File: src/rtl/tetris_pkg.sv
// Shared shape encoding for the tetromino datapath: 3-bit codes 0-6, with 7 reserved as invalid.
package tetris_pkg;

   localparam int unsigned SHAPE_W    = 3;
   localparam int unsigned NUM_SHAPES = 7;

   localparam logic [SHAPE_W-1:0] SHAPE_INVALID = 3'd7;

   localparam logic [SHAPE_W-1:0] SHAPE_I = 3'd0;
   localparam logic [SHAPE_W-1:0] SHAPE_O = 3'd1;
   localparam logic [SHAPE_W-1:0] SHAPE_T = 3'd2;
   localparam logic [SHAPE_W-1:0] SHAPE_S = 3'd3;
   localparam logic [SHAPE_W-1:0] SHAPE_Z = 3'd4;
   localparam logic [SHAPE_W-1:0] SHAPE_J = 3'd5;
   localparam logic [SHAPE_W-1:0] SHAPE_L = 3'd6;

endpackage

File: src/rtl/bag_picker.sv
// Combinational 7-bag selector: accepts an unused random shape, or picks the lowest
// unused shape when forced, and produces the updated bag including the wrap to empty.
module bag_picker
   import tetris_pkg::*;
(
   input  logic [NUM_SHAPES-1:0] bag,
   input  logic [SHAPE_W-1:0]    random,
   input  logic                  force_pick,
   output logic                  accept,
   output logic [SHAPE_W-1:0]    pick,
   output logic [NUM_SHAPES-1:0] bag_next
);

   logic [NUM_SHAPES:0]   bag_ext;
   logic [SHAPE_W-1:0]    lowest_free;
   logic [NUM_SHAPES-1:0] marked;

   // Code 7 maps to a permanently "used" slot so it can never be accepted.
   assign bag_ext = {1'b1, bag};

   always_comb begin
      lowest_free = '0;
      for (int i = int'(NUM_SHAPES) - 1; i >= 0; i--) begin
         if (!bag[i]) lowest_free = SHAPE_W'(i);
      end
      accept   = !bag_ext[random];
      pick     = accept ? random : lowest_free;
      marked   = bag | (NUM_SHAPES'(1) << pick);
      bag_next = bag;
      if (accept || force_pick) bag_next = (&marked) ? '0 : marked;
   end

endmodule

File: src/rtl/piece_scheduler.sv
// Piece sequencer: fills a current-plus-preview queue from the random source under the
// 7-bag rule and hands the head piece to the game FSM over a req/ack handshake.
module piece_scheduler
   import tetris_pkg::*;
#(
   parameter int unsigned PREVIEW_DEPTH = 3,
   parameter int unsigned MAX_RETRY     = 8
) (
   input  logic                               clk,
   input  logic                               rst_n,
   input  logic [SHAPE_W-1:0]                 random,
   input  logic                               spawn_req,
   output logic                               spawn_ack,
   output logic [SHAPE_W-1:0]                 cur_shape,
   output logic [SHAPE_W*PREVIEW_DEPTH-1:0]   preview,
   output logic                               ready
);

   localparam int unsigned DEPTH   = PREVIEW_DEPTH + 1;
   localparam int unsigned CNT_W   = $clog2(DEPTH + 1);
   localparam int unsigned RETRY_W = (MAX_RETRY > 1) ? $clog2(MAX_RETRY) : 1;

   logic [SHAPE_W-1:0]    q [DEPTH];
   logic [CNT_W-1:0]      count;
   logic [NUM_SHAPES-1:0] bag;
   logic [RETRY_W-1:0]    retry;

   logic                  fill;
   logic                  pop;
   logic                  push;
   logic                  force_pick;
   logic                  accept;
   logic [SHAPE_W-1:0]    pick;
   logic [NUM_SHAPES-1:0] bag_next;

   assign ready      = (count == CNT_W'(DEPTH));
   assign fill       = !ready;
   // Guard on spawn_ack so a request still held during the ack cycle is not taken twice.
   assign pop        = spawn_req && ready && !spawn_ack;
   assign force_pick = (retry == RETRY_W'(MAX_RETRY - 1));
   assign push       = fill && (accept || force_pick);

   bag_picker u_bag_picker (
      .bag        (bag),
      .random     (random),
      .force_pick (force_pick),
      .accept     (accept),
      .pick       (pick),
      .bag_next   (bag_next)
   );

   for (genvar i = 0; i < PREVIEW_DEPTH; i++) begin : g_preview
      assign preview[SHAPE_W*i +: SHAPE_W] = q[i+1];
   end

   // Queue, bag, retry and handshake state; pop only when full, push only when not.
   always_ff @(posedge clk or negedge rst_n) begin
      if (!rst_n) begin
         for (int i = 0; i < int'(DEPTH); i++) q[i] <= '0;
         count     <= '0;
         bag       <= '0;
         retry     <= '0;
         spawn_ack <= 1'b0;
         cur_shape <= '0;
      end else begin
         spawn_ack <= pop;
         if (pop) begin
            cur_shape <= q[0];
            for (int i = 0; i < int'(DEPTH) - 1; i++) q[i] <= q[i+1];
            count <= CNT_W'(DEPTH - 1);
         end else if (fill) begin
            if (push) begin
               for (int i = 0; i < int'(DEPTH); i++) begin
                  if (count == CNT_W'(i)) q[i] <= pick;
               end
               count <= count + CNT_W'(1);
               bag   <= bag_next;
               retry <= '0;
            end else begin
               retry <= retry + RETRY_W'(1);
            end
         end
      end
   end

endmodule

File: config.mk
export PLATFORM = sky130hd
export DESIGN_NAME = piece_scheduler
export DESIGN_NICKNAME = d
export VERILOG_FILES = /design/src/rtl/tetris_pkg.sv /design/src/rtl/bag_picker.sv /design/src/rtl/piece_scheduler.sv
export SDC_FILE = /design/constraint.sdc
export NUM_CORES = 1
export LEC_CHECK = 0
export BUFFER_PORTS_ARGS = -buffer_cell sky130_fd_sc_hd__buf_4
export CELL_PAD_IN_SITES_DETAIL_PLACEMENT = 0
export CELL_PAD_IN_SITES_GLOBAL_PLACEMENT = 1
export CORE_ASPECT_RATIO = 2
export CORE_MARGIN = 3
export CORE_UTILIZATION = 40
export CTS_CLUSTER_DIAMETER = 200
export CTS_CLUSTER_SIZE = 40
export DETAILED_ROUTE_END_ITERATION = 8
export HOLD_SLACK_MARGIN = 0.05
export PLACE_DENSITY_LB_ADDON = 0.1
export SYNTH_ARGS = -nofsm -noshare
export SYNTH_HDL_FRONTEND = slang
export SYNTH_SLANG_ARGS = --single-unit
File: constraint.sdc
create_clock -name clk -period 2.4 [get_ports clk]
set_clock_uncertainty 0.2 [all_clocks]
set_input_delay 0.48 -clock clk [delete_from_list [all_inputs] [get_ports clk]]
set_output_delay 0.48 -clock clk [all_outputs]
set_load 0.02 [all_outputs]
# Word level (Yosys, flattened, before mapping)
# Cells that the tools add are included.
op_classes:
  addsub: 2
  bitwise: 3
  n_shift: 1
  n_mux: 22
  n_lt_le_gt_ge: 1
  eq_ne: 6
  n_reduce_logical: 20
op_table:
  columns: ["operator", "count"]
  rows:
  - ["$mux W3", 16]
  - ["$mux W12", 2]
  - ["$mux W9", 1]
  - ["$reduce_and A3 Y1", 3]
  - ["$reduce_and A4 Y1", 2]
  - ["$reduce_bool A2 Y1", 4]
  - ["$mux W7", 1]
  - ["$or A7 B7 Y7", 1]
  - ["$reduce_and A7 Y1", 1]
  - ["$shl A1 B3 Y7 const A", 1]
  - ["$add A3 B1 Y3 const B", 2]
  - ["$eq A3 B2 Y1 const B", 2]
  - ["$eq A3 B3 Y1 const B", 2]
  - ["$lt A3 B4 Y1 const B", 1]
  - ["$reduce_and A2 Y1", 2]
  - ["$bmux W1 S3", 1]
  - ["$eq A3 B1 Y1 const B", 1]
  - ["$logic_and A1 B1 Y1", 3]
  - ["$logic_not A1 Y1", 3]
  - ["$logic_not A3 Y1", 1]
  - ["$ne A2 B1 Y1 const B", 1]
  - ["$not A1 Y1", 2]
  - ["$logic_or A1 B1 Y1", 1]
  - ["$mux W1", 1]
totals:
  regBits: 29
  output_inout_bits: 14
  word_cells: 64

# Logic depth before layout (Yosys ltp)
# Gate-level depths: netlist of the first run.
logic_depth:
  word_depth: 12
  depth_mapped: 9

# Cells and area by module
# A second synthesis of the first run with hierarchy kept.
unflattened:
  hier_cells: 217
  hier_area_um2: 1999.4
modules_own_cells:
  columns: ["mod", "n_inst", "cells_each", "area_per_inst_um2", "seq_area_each_um2"]
  rows:
  - ["piece_scheduler", 1, 132, 1435.1, 725.7]
  - ["bag_picker", 1, 85, 564.3, 0.0]

# Worst setup path before layout of the first run
# OpenSTA, ideal clock, no wires.
synth_timing:
  path_type: "in2reg"
  start: "input random[1]"
  end: "register bag[0]"
  n_path_buf: 1
  required_ns: 2.065
  t_arrival_ns: 2.076
  setup_ns: 0.135
  path_slack_ns: -0.011
  path_stages: 7
  cell_sequence: "buf_6 -> and4bb_1 -> a31o_2 -> or4b_1 -> o211a_2 -> a211oi_4 -> a31oi_1"
synth_between:
  elab_chain_len: 7
  elab_cells_between_ends: 11
synth_rtl:
  columns: ["item", "line", "source"]
  rows:
  - ["start: declaration", "piece_scheduler.sv:11", "input logic [SHAPE_W-1:0] random,"]
  - ["$bmux W1 S3", "bag_picker.sv:26", "accept = !bag_ext[random];"]
  - ["$mux W1 (implied by the code)", "bag_picker.sv:26", null]
  - ["$mux W3", "bag_picker.sv:27", "pick = accept ? random : lowest_free;"]
  - ["$shl A1 B3 Y7", "bag_picker.sv:28", "marked = bag | (NUM_SHAPES'(1) << pick);"]
  - ["$or A7 B7 Y7", "bag_picker.sv:28", null]
  - ["$reduce_and A7 Y1", "bag_picker.sv:30", "if (accept || force_pick) bag_next = (&marked) ? '0 : marked;"]
  - ["$mux W7", "bag_picker.sv:30", null]
  - ["end signal: assignment", "piece_scheduler.sv:77", "bag <= bag_next;"]
  - ["end: declaration", "piece_scheduler.sv:25", "logic [NUM_SHAPES-1:0] bag;"]
# Several ways; a longest one is shown, not always the timed one. The select of a mux whose other input is x is not followed.
# A chain may end at the register's enable or synchronous reset.

# Worst setup path in the final report of the first run
layout_timing:
  start: "register bag[5]"
  end: "register bag[6]"
layout_between:
  elab_chain_len: 11
  elab_cells_between_ends: 17
layout_rtl:
  columns: ["item", "line", "source"]
  rows:
  - ["$mux W3 (6 in series)", "bag_picker.sv:24", "if (!bag[i]) lowest_free = SHAPE_W'(i);"]
  - ["$mux W3", "bag_picker.sv:27", null]
  - ["$shl A1 B3 Y7", "bag_picker.sv:28", null]
  - ["$or A7 B7 Y7", "bag_picker.sv:28", null]
  - ["$reduce_and A7 Y1", "bag_picker.sv:30", null]
  - ["$mux W7", "bag_picker.sv:30", null]
# Several ways; a longest one is shown, not always the timed one. The select of a mux whose other input is x is not followed.

==> qor.yml, run 1 <==
synth_edf_count: 0
drc: 0
synth_area_mm2: 0.001853
place.port_buffers: 19
dr.pass1.iters: 4
slowest_delay_ps: 530
slew_violations: 0
tightest_slew_ps: 478.6
ios: 20
clk_latency_ps: 280
crit_path_top_delay_cell: "or4b_4"
synth_cell_types: 50
antenna_cells: 0
die-width_um: 54.13
finalHoldViolations: 0
holdWs_ps: 282.1
layout_common_cells: "52 x buf_4, 30 x nand2_1, 28 x dfrtp_1"
place_hpwl_um: 4024
path_delay_family: "simple AND/OR/NAND/NOR gates"
synth_fp_nets: 209
seq_area_frac_synth: 0.3916
mostFrequentLayoutCell: "buf_4"
internal-power_w: 0.001908
cts_made_buffers: 5
finalCritPeriodShare: 0.9784
power_frac_seq: 0.270
ys_seq_elements: 29
grt_pass1_wl_um: 8204
die_area_mm2: 0.005535
relSlewSlack: 0.6775
async_flop_share: 1.000
wl_um: 5058
endpoint_kind: "register"
syn_area_per_cell_um2: 9.454
vias_per_cell: 5.654
area_delta_synth_final_pct: 30.93
synthFlopType: "dfrtp_1"
pwr-share-clk: 0.160
cts_tree: "built"
synth_cells: 196
layout-drive-gt1-share: 0.3484
gp_congestion: 0.9830
power.density_mw_per_mm2: 1352
vdd_ir_drop_max_uv: 823.0
sw_frac_of_total: 0.4181
ant_nets: 0
path_cells: "and4bb_2 > a31o_4 > or4b_4 > o211a_4 > a211oi_4 > buf_6 > a31oi_1"
grt-ovfl-total: 0
startpoint_type: "register"
rsz0062_at_grt: "no"
max_freq_ghz: 0.4259
clk_pin_slew_ps: 60
antenna_found_initial: 0
fp.coreArea_mm2: 0.004424
critPathBufInv: 1
comb_power_share: 0.570
yosysWarnings: 0
layout_min_cycle_time_ps: 2348
p_sw_w: 0.001371
path_class: "reg2reg"
p_leak_nw: 1.217
rows: 34
fin_setup_tns_ps: 0
clockRootBuffer: "clkbuf_8"
fp.dieH_um: 102.3
min_path_type: "reg2reg"
nNetsFinal: 256
htreeDepth: 2
crit_fanout: 7
grt_use_total: 0.2046
wl_per_cell_um: 16.97
outcome: "finished clean"
r2r_setup_slack_ps: 50
clk_path_buf_depth: 2
cp.arrival_ps: 2300
vias: 1685
final-setup-viol-count: 0
cap_violations: 0
first_global_vias: 1722
grt_max_degree: 30
start_util: 0.4188
cts.sinks: 29
drtIter0Drc: 37
cp.required_ps: 2350
==> power by group through the flow <==
stage	logic, W	registers [W]	clock network (W)
floorplan	0.00111	0.000875	0
global placement	0.00170	0.000876	0
detailed placement	0.00175	0.000887	0
CTS	0.00177	0.000878	0.000538
global route	0.00204	0.000921	0.000567
finish	0.00187	0.000885	0.000523
==> per-stage QoR <==
step	area (um^2)	cells	utilization	worst slack, ps	power (W)
6_report	2426	298	0.5484	51.82	0.003279
2_1_floorplan	1862	196	-	16.44	0.001988
3_3_place_gp	2212	286	0.5000	-203.8	0.002575
5_1_grt	2426	298	0.5484	3.873	0.003533
4_1_cts	2350	295	0.5311	23.29	0.003185
3_5_place_dp	2212	286	0.5000	-248.5	0.002638
==> worst reg2reg max path: stages, from the launching register on <==
cell and delay (ps):
dfrtp_1 380, and4bb_2 260, a31o_4 230, or4b_4 530, o211a_4 170, a211oi_4 220
buf_6 150, a31oi_1 90
==> layout make-up <==
type | instances | area [um^2]
fillers | 444 | 1998
multi-input cells | 144 | 1054
flip-flops and latches | 29 | 726.9
repair buffers | 55 | 431.7
clock buffers | 7 | 86.33
well taps | 54 | 67.56
clock inverters | 1 | 30.03
inverters | 8 | 30.03
==> Yosys cell counts, drive strengths merged, types with 2 or more instances <==
cell,number,area (um^2)
buf,14,108.9
inv,8,30.03
and2,2,12.51
dfrtp,29,725.7
mux2i,12,123.9
a21oi,11,55.05
o21ai,20,100.1
a21boi,3,22.52
o211a,2,20.02
a31oi,11,68.82
a21o,3,22.52
nor2,4,15.01
a311o,2,21.27
nor3,3,15.01
nand2,32,127.6
or2,2,12.52
nand3,4,20.02
o31ai,3,36.28
ha,7,87.58
a211oi,2,27.53
nand4b,3,26.28
==> flip-flops by register name (all words and copies together), names as in the netlist <==
signal	flops
count	3
preview	9
bag	7
cur_shape	3
q	3
spawn_ack	1
retry	3
==> timing repair <==
action | 4_1_cts | 5_1_grt
setup endpoints to repair | 7 | 13
hold endpoints to repair | 29 | 0
gates resized for setup | 2 | 16
buffers inserted | 0 | 3
gates cloned | 0 | 0
hold buffers | 1 | 0
pin swaps | 0 | 6
==> cell families after synthesis <==
family,count (synthesis),share of synthesized area
compound gates,65,0.2451
fa+ha+maj,7,0.04726
flops,29,0.3916
simple gates,59,0.1641
mux,13,0.07495
buf+inv,23,0.07697
==> path summary, 6_finish.rpt <==
| check | start | endpoint | depth (start not counted) |
|---|---|---|---|
| max | bag[5]$_DFFE_PN0P_ | bag[6]$_DFFE_PN0P_ | 7 |
| min | cur_shape[1]$_DFFE_PN0P_ | cur_shape[1]$_DFFE_PN0P_ | 2 |
| max reg2reg | bag[5]$_DFFE_PN0P_ | bag[6]$_DFFE_PN0P_ | 7 |
| min reg2reg | cur_shape[1]$_DFFE_PN0P_ | cur_shape[1]$_DFFE_PN0P_ | 2 |
| max in group asynchronous | rst_n | bag[3]$_DFFE_PN0P_ | 2 |
| min in group asynchronous | rst_n | retry[0]$_DFFE_PN0P_ | 2 |
==> per-layer routing <==
layer | GRT usage | vias up | wire length, um
met5 | 0 | - | 0
met3 | 0.02774 | 14 | 117
met2 | 0.3850 | 36 | 2934
met4 | 0.1209 | 0 | 209
li1 | - | 807 | -
met1 | 0.1945 | 828 | 1797
Power figures use the tool's default switching activity.
==> inputs of run 2 (changes only) <==
--- a/config.mk
+++ b/config.mk
@@ -5,12 +5,13 @@
 export SDC_FILE = /design/constraint.sdc
 export NUM_CORES = 1
 export LEC_CHECK = 0
+export ABC_AREA = 1
 export BUFFER_PORTS_ARGS = -buffer_cell sky130_fd_sc_hd__buf_4
 export CELL_PAD_IN_SITES_DETAIL_PLACEMENT = 0
 export CELL_PAD_IN_SITES_GLOBAL_PLACEMENT = 1
 export CORE_ASPECT_RATIO = 2
 export CORE_MARGIN = 3
-export CORE_UTILIZATION = 40
+export CORE_UTILIZATION = 39
 export CTS_CLUSTER_DIAMETER = 200
 export CTS_CLUSTER_SIZE = 40
 export DETAILED_ROUTE_END_ITERATION = 8
==> qor.yml, run 2 <==
outcome: "finished clean"
gp_congestion: 0.8287  # -16%
synth_edf_count: 0  # unchanged
syn_area_per_cell_um2: 8.384  # -11%
antenna_cells: 0  # unchanged
fin_setup_tns_ps: 0  # unchanged
start_util: 0.4121  # -0.006773
largest_reg_flops: 9  # unchanged
hold_depth: 2  # unchanged
area_delta_synth_final_pct: 15.57
layout_common_cells: "51 x nand2_1, 29 x dfrtp_1, 22 x buf_4"
drc: 0  # unchanged
path_class: "reg2out"
hold_end: "cur_shape[1]$_DFFE_PN0P_"
yosysWarnings: 0  # unchanged
finalCritPeriodShare: 0.9184  # -0.05997
dr.pass1.iters: 4  # unchanged
synth_fp_nets: 220  # +5.3%
path_delay_family: "flip-flops"
crit_path_top_delay_cell: "dfrtp_1"
crit_fanout: 5  # -2
startpoint: "count[0]$_DFFE_PN0P_"
cp.required_ps: 1720  # -630 ps
clk_path_buf_depth: 2  # unchanged
wl_per_cell_um: 15.01  # -12%
r2r_cells: 9  # +2
clockRootBuffer: "clkbuf_8"
yosysMostFrequentCell: "nand2_1"
slowest_delay_ps: 420  # -110 ps
fp.dieH_um: 100.3  # -1.9%
vias: 1475  # -12%
cp.arrival_ps: 1520  # -780 ps
synthFlopType: "dfrtp_1"
critPathBufInv: 3  # +2
synth_cells: 207  # +5.6%
clk_latency_ps: 280  # about the same
cts_tree: "built"
path_common_cell: "inv_1"
mostFrequentLayoutCell: "nand2_1"
vdd_ir_drop_max_uv: 667.1  # -19%
htreeDepth: 2  # unchanged
ios: 20  # unchanged
seq_area_frac_synth: 0.4182  # +0.02654
async_flop_share: 1.000  # unchanged
rows: 33  # -2.9%
max_freq_ghz: 0.4537  # +6.5%
hp-start: "cur_shape[1]$_DFFE_PN0P_"
p_leak_nw: 1.041  # -14%
grt_use_total: 0.1856  # -0.01897
startpoint_type: "register"
die_area_mm2: 0.005335  # -3.6%
antenna_found_initial: 0  # unchanged
final-setup-viol-count: 0  # unchanged
first_global_vias: 1561  # -9.3%
grt_pass1_wl_um: 7162  # -13%
place_hpwl_um: 3178  # -21%
r2r-start: "count[0]$_DFFE_PN0P_"
grt-ovfl-total: 0  # unchanged
clk_pin_slew_ps: 60  # about the same
fp.coreArea_mm2: 0.004212  # -4.8%
fin_util: 0.4762  # -0.07213
synth_area_mm2: 0.001735  # -6.3%
cts.sinks: 29  # unchanged
ctsResizeCount: 0  # -2
finalHoldViolations: 0  # unchanged
synth.largest_area_cell: "dfrtp_1"
slew_violations: 0  # unchanged
yosys-top-cells-count: "51 x nand2_1, 29 x dfrtp_1, 18 x a21oi_1, 18 x inv_1, 14 x o21ai_0"
min_path_type: "reg2reg"
vias_per_cell: 5.268  # -6.8%
power.density_mw_per_mm2: 1400  # +3.6%
grt_max_degree: 30  # unchanged
r2r-end: "count[1]$_DFFE_PN0P_"
rsz0062_at_grt: "no"
tightest_slew_ps: 552.9  # +74.23 ps
cts_made_buffers: 5  # unchanged
layout-drive-gt1-share: 0.2456  # -0.1027
wl_um: 4204  # -17%
r2r_setup_slack_ps: 310  # +260 ps
relSlewSlack: 0.6297  # -0.04783
layout_min_cycle_time_ps: 2204  # -143.9 ps
drtIter0Drc: 23  # -38%
cap_violations: 0  # unchanged
place.port_buffers: 19  # unchanged
nNetsFinal: 240  # -6.3%
ant_nets: 0  # unchanged
endpoint_kind: "output port"
synth_area_leaders: "dfrtp_1 42%, nand2_1 11%, a21oi_1 5.2%"
synth_cell_types: 23  # -54%
synth_top_area_share: 0.4182  # +0.02654
ys_seq_elements: 29  # unchanged
die-width_um: 53.17  # -1.8%
path_cells: "inv_1 > ha_1 > nand2_1 > inv_1 > buf_4"
==> run 2: cell count changes in the layout (fill, tap and decap cells not counted), sizes merged, moves of 3 or more <==
cell / previous run / this run
o31ai: 3 / 0
a21oi: 11 / 18
nand2: 32 / 66
a21o: 3 / 0
a31oi: 11 / 6
buf: 54 / 22
nand4b: 3 / 0
inv: 8 / 20
a21boi: 3 / 0
mux2i: 12 / 0
nor2: 4 / 11
o21ai: 20 / 14
nand3: 4 / 17
==> run 2: cell families (layout without fill, tap and decap cells) <==
logic type | after synthesis | in the layout | share of synthesized area
simple gates | 96 | 96 | 0.2999
compound gates | 45 | 45 | 0.1471
buf+inv | 30 | 51 | 0.08435
fa+ha+maj | 7 | 7 | 0.05047
flops | 29 | 29 | 0.4182
==> run 2: how the worst max path moves through the flow <==
stage                                   to  slack, ps  cells past startpoint
floorplan           preview[4]$_DFFE_PN0P_        500                      7
CTS                                  ready        180                      5
detailed placement      bag[5]$_DFFE_PN0P_        220                     13
finish                               ready        200                      5
global placement        bag[6]$_DFFE_PN0P_        280                     13
global route                         ready         80                      5
==> run 2: through the flow <==
| step | setup WS [ps] | hold WS [ps] | power (W) | instances | area [um^2] |
|---|---|---|---|---|---|
| 2_1_floorplan | 497.7 | -15.59 | 0.001974 | 207 | 1735 |
| 3_3_place_gp | 275.9 | 216.5 | 0.002340 | 271 | 1894 |
| 3_5_place_dp | 221.3 | 226.5 | 0.002370 | 271 | 1894 |
| 4_1_cts | 178.6 | 283.3 | 0.002843 | 280 | 2006 |
| 5_1_grt | 75.45 | 309.9 | 0.003045 | 280 | 2006 |
| 6_report | 195.7 | 275.2 | 0.002807 | 280 | 2006 |
==> run 2: cell type report <==
class	count	area, um^2
Clock inverter	1	5.005
Inverter	20	75.07
Multi-Input combinational cell	148	863.3
Clock buffer	7	96.34
Timing Repair Buffer	23	175.2
Sequential cell	29	725.7
Fill cell	455	2206
Tap cell	52	65.06
==> run 2: tightest hold or removal path: stages, from the launching register on <==
cell and delay (ps):
dfrtp_1 340, nand2_1 50, nand2_1 50
==> run 2: metal layers <==
metal  up-vias  global-route usage  share of wire
met2        33              0.3487           0.59
li1        715                   -              -
met4         0             0.09055          0.023
met5         -                   0              0
met3         8             0.02823          0.027
met1       719              0.1864           0.36
==> run 2: report_power, final <==
| part | internal (W) | switching [W] |
|---|---|---|
| sequential | 0.000703 | 0.000209 |
| clock | 0.000259 | 0.000188 |
| combinational | 0.000533 | 0.000916 |
==> run 2: repair_timing <==
item	4_1_cts	5_1_grt
setup buffers	0	0
hold buffers	1	0
endpoints found under the hold margin	29	0
==> inputs of run 3 (changes only) <==
--- a/config.mk
+++ b/config.mk
@@ -10,7 +10,7 @@
 export CELL_PAD_IN_SITES_DETAIL_PLACEMENT = 0
 export CELL_PAD_IN_SITES_GLOBAL_PLACEMENT = 1
 export CORE_ASPECT_RATIO = 2
-export CORE_MARGIN = 3
+export CORE_MARGIN = 5
 export CORE_UTILIZATION = 39
 export CTS_CLUSTER_DIAMETER = 200
 export CTS_CLUSTER_SIZE = 40
==> qor.yml, run 3 (same netlist as run 2, synthesis figures left out) <==
clockRootBuffer: "clkbuf_8"
critPathBufInv: 3  # unchanged
antenna_cells: 0  # unchanged
endpoint_kind: "output port"
path_cells: "inv_1 > ha_1 > nand2_1 > inv_1 > buf_4"
htreeDepth: 2  # unchanged
hold_depth: 1  # -1
fp.coreArea_mm2: 0.004339  # +3.0%
drtIter0Drc: 29  # +26%
grt_max_degree: 30  # unchanged
nNetsFinal: 241  # +0.42%
path_class: "reg2out"
largest_reg_flops: 9  # unchanged
ctsResizeCount: 0  # unchanged
ios: 20  # unchanged
cts_tree: "built"
power_w: 0.002959  # +5.4%
slowest_delay_ps: 410  # about the same
fillers: 461  # +1.3%
p_sw_w: 0.001306  # -0.57%
path_common_cell: "inv_1"
cts_made_buffers: 5  # unchanged
mostFrequentLayoutCell: "nand2_1"
vias_per_cell: 5.166  # -1.9%
slew_violations: 0  # unchanged
r2r-end: "bag[6]$_DFFE_PN0P_"
first_global_vias: 1516  # -2.9%
layout-drive-gt1-share: 0.2489  # +0.003294
power.density_mw_per_mm2: 1445  # +3.2%
finalHoldViolations: 0  # unchanged
place.port_buffers: 19  # unchanged
area_delta_synth_final_pct: 18.02
min_path_type: "reg2reg"
crit_path_top_delay_cell: "dfrtp_1"
place_hpwl_um: 3329  # +4.8%
crit_fanout: 5  # unchanged
wl_um: 4229  # +0.59%
power_frac_seq: 0.311  # -0.014
hold_end: "retry[0]$_DFFE_PN0P_"
clk_pin_slew_ps: 60  # about the same
sw_frac_of_total: 0.4413  # -0.02652
ant_nets: 0  # unchanged
pwr-share-clk: 0.202  # +0.043
vias: 1462  # -0.88%
p_leak_nw: 1.059  # +1.7%
r2r_setup_slack_ps: 400  # +90 ps
clk_latency_ps: 280  # about the same
holdWs_ps: 274.8  # -0.4180 ps
fp.dieH_um: 104.3  # +4.0%
wl_per_cell_um: 14.94  # -0.47%
clk_path_buf_depth: 2  # unchanged
start_util: 0.3999  # -0.01212
dr.pass1.iters: 4  # unchanged
grt-ovfl-total: 0  # unchanged
r2r_cells: 10  # +1
finalCritPeriodShare: 0.9053  # -0.01314
cts_setup_buffers: 0  # unchanged
relSlewSlack: 0.7474  # +0.1177
rsz0062_at_grt: "no"
max_freq_ghz: 0.4603  # +1.5%
outcome: "finished clean"
path_depth: 5  # unchanged
grt_pass1_wl_um: 6996  # -2.3%
internal-power_w: 0.001653  # +11%
final-setup-viol-count: 0  # unchanged
drc: 0  # unchanged
path_delay_family: "flip-flops"
fin_util: 0.4720  # -0.004203
grt_use_total: 0.1514  # -0.03428
fin_setup_tns_ps: 0  # unchanged
comb_power_share: 0.488  # -0.028
cts.sinks: 29  # unchanged
cp.arrival_ps: 1490  # -30 ps
die-width_um: 57.17  # +7.5%
hp-start: "retry[0]$_DFFE_PN0P_"
startpoint_type: "register"
tightest_slew_ps: 378.9  # -174.0 ps
die_area_mm2: 0.005965  # +12%
vdd_ir_drop_max_uv: 848.6  # +27%
r2r-start: "bag[1]$_DFFE_PN0P_"
cap_violations: 0  # unchanged
gp_congestion: 0.9308  # +12%
layout_common_cells: "51 x nand2_1, 29 x dfrtp_1, 23 x buf_4"
layout_min_cycle_time_ps: 2173  # -31.53 ps
cp.required_ps: 1720  # about the same
rows: 34  # +3.0%
antenna_found_initial: 0  # unchanged
ctsHoldBuffers: 1  # unchanged
==> run 3: cell count changes in the layout (fill, tap and decap cells not counted), sizes merged <==
cell    before  now
bufinv       0    2
clkbuf       7    5
buf         22   23
==> run 3: worst register-to-register path: stages, from the launching register on <==
cell	delay (ps)
dfrtp_1	490
nand2_1	100
nand3_1	90
nand2_1	90
nand2_4	120
nand2_4	80
nand2_2	80
nand2_4	80
nor2_1	290
a31oi_1	160
a21oi_1	140
==> run 3: final cells by class <==
class / instances / area [um^2] / share of cell area
tap: 54 / 67.56 / 0.03299
timing repair buffer: 24 / 182.7 / 0.08919
clock inverter: 3 / 65.06 / 0.03177
multi-input combinational: 148 / 863.3 / 0.4215
inverter: 20 / 75.07 / 0.03665
clock buffer: 5 / 68.82 / 0.03360
sequential: 29 / 725.7 / 0.3543
==> run 3: worst max-delay path by stage <==
| stage | slack [ps] | startpoint | to |
|---|---|---|---|
| CTS | 230 | count[0]$_DFFE_PN0P_ | ready |
| global route | 150 | count[0]$_DFFE_PN0P_ | ready |
| finish | 230 | count[0]$_DFFE_PN0P_ | ready |
| detailed placement | 180 | random[0] | bag[6]$_DFFE_PN0P_ |
| floorplan | 500 | count[0]$_DFFE_PN0P_ | preview[4]$_DFFE_PN0P_ |
| global placement | 250 | random[0] | bag[6]$_DFFE_PN0P_ |
==> run 3: layer usage <==
metal | part of all wire | up-vias | wire, um | GRT usage
met5 | 0 | - | 0 | 0
met4 | 0.027 | 0 | 116 | 0.07794
met3 | 0.026 | 13 | 111 | 0.02112
met2 | 0.59 | 34 | 2516 | 0.2954
met1 | 0.35 | 700 | 1484 | 0.1427
li1 | - | 715 | - | -
==> run 3: power by group through the flow <==
stage	logic, W	clock network (W)	registers (W)
after floorplan	0.00110	0	0.000869
after global placement	0.00144	0	0.000919
after detailed placement	0.00146	0	0.000925
after CTS	0.00146	0.000610	0.000920
after global routing	0.00161	0.000632	0.000952
final	0.00144	0.000597	0.000919
==> run 3: metrics by stage <==
stage          cell area, um^2  cells  setup slack, ps
3_3_place_gp              1904    274            252.2
6_report                  2048    283            227.3
3_5_place_dp              1904    274            182.3
5_1_grt                   2048    283            145.8
2_1_floorplan             1735    207            497.7
4_1_cts                   2048    283            225.2
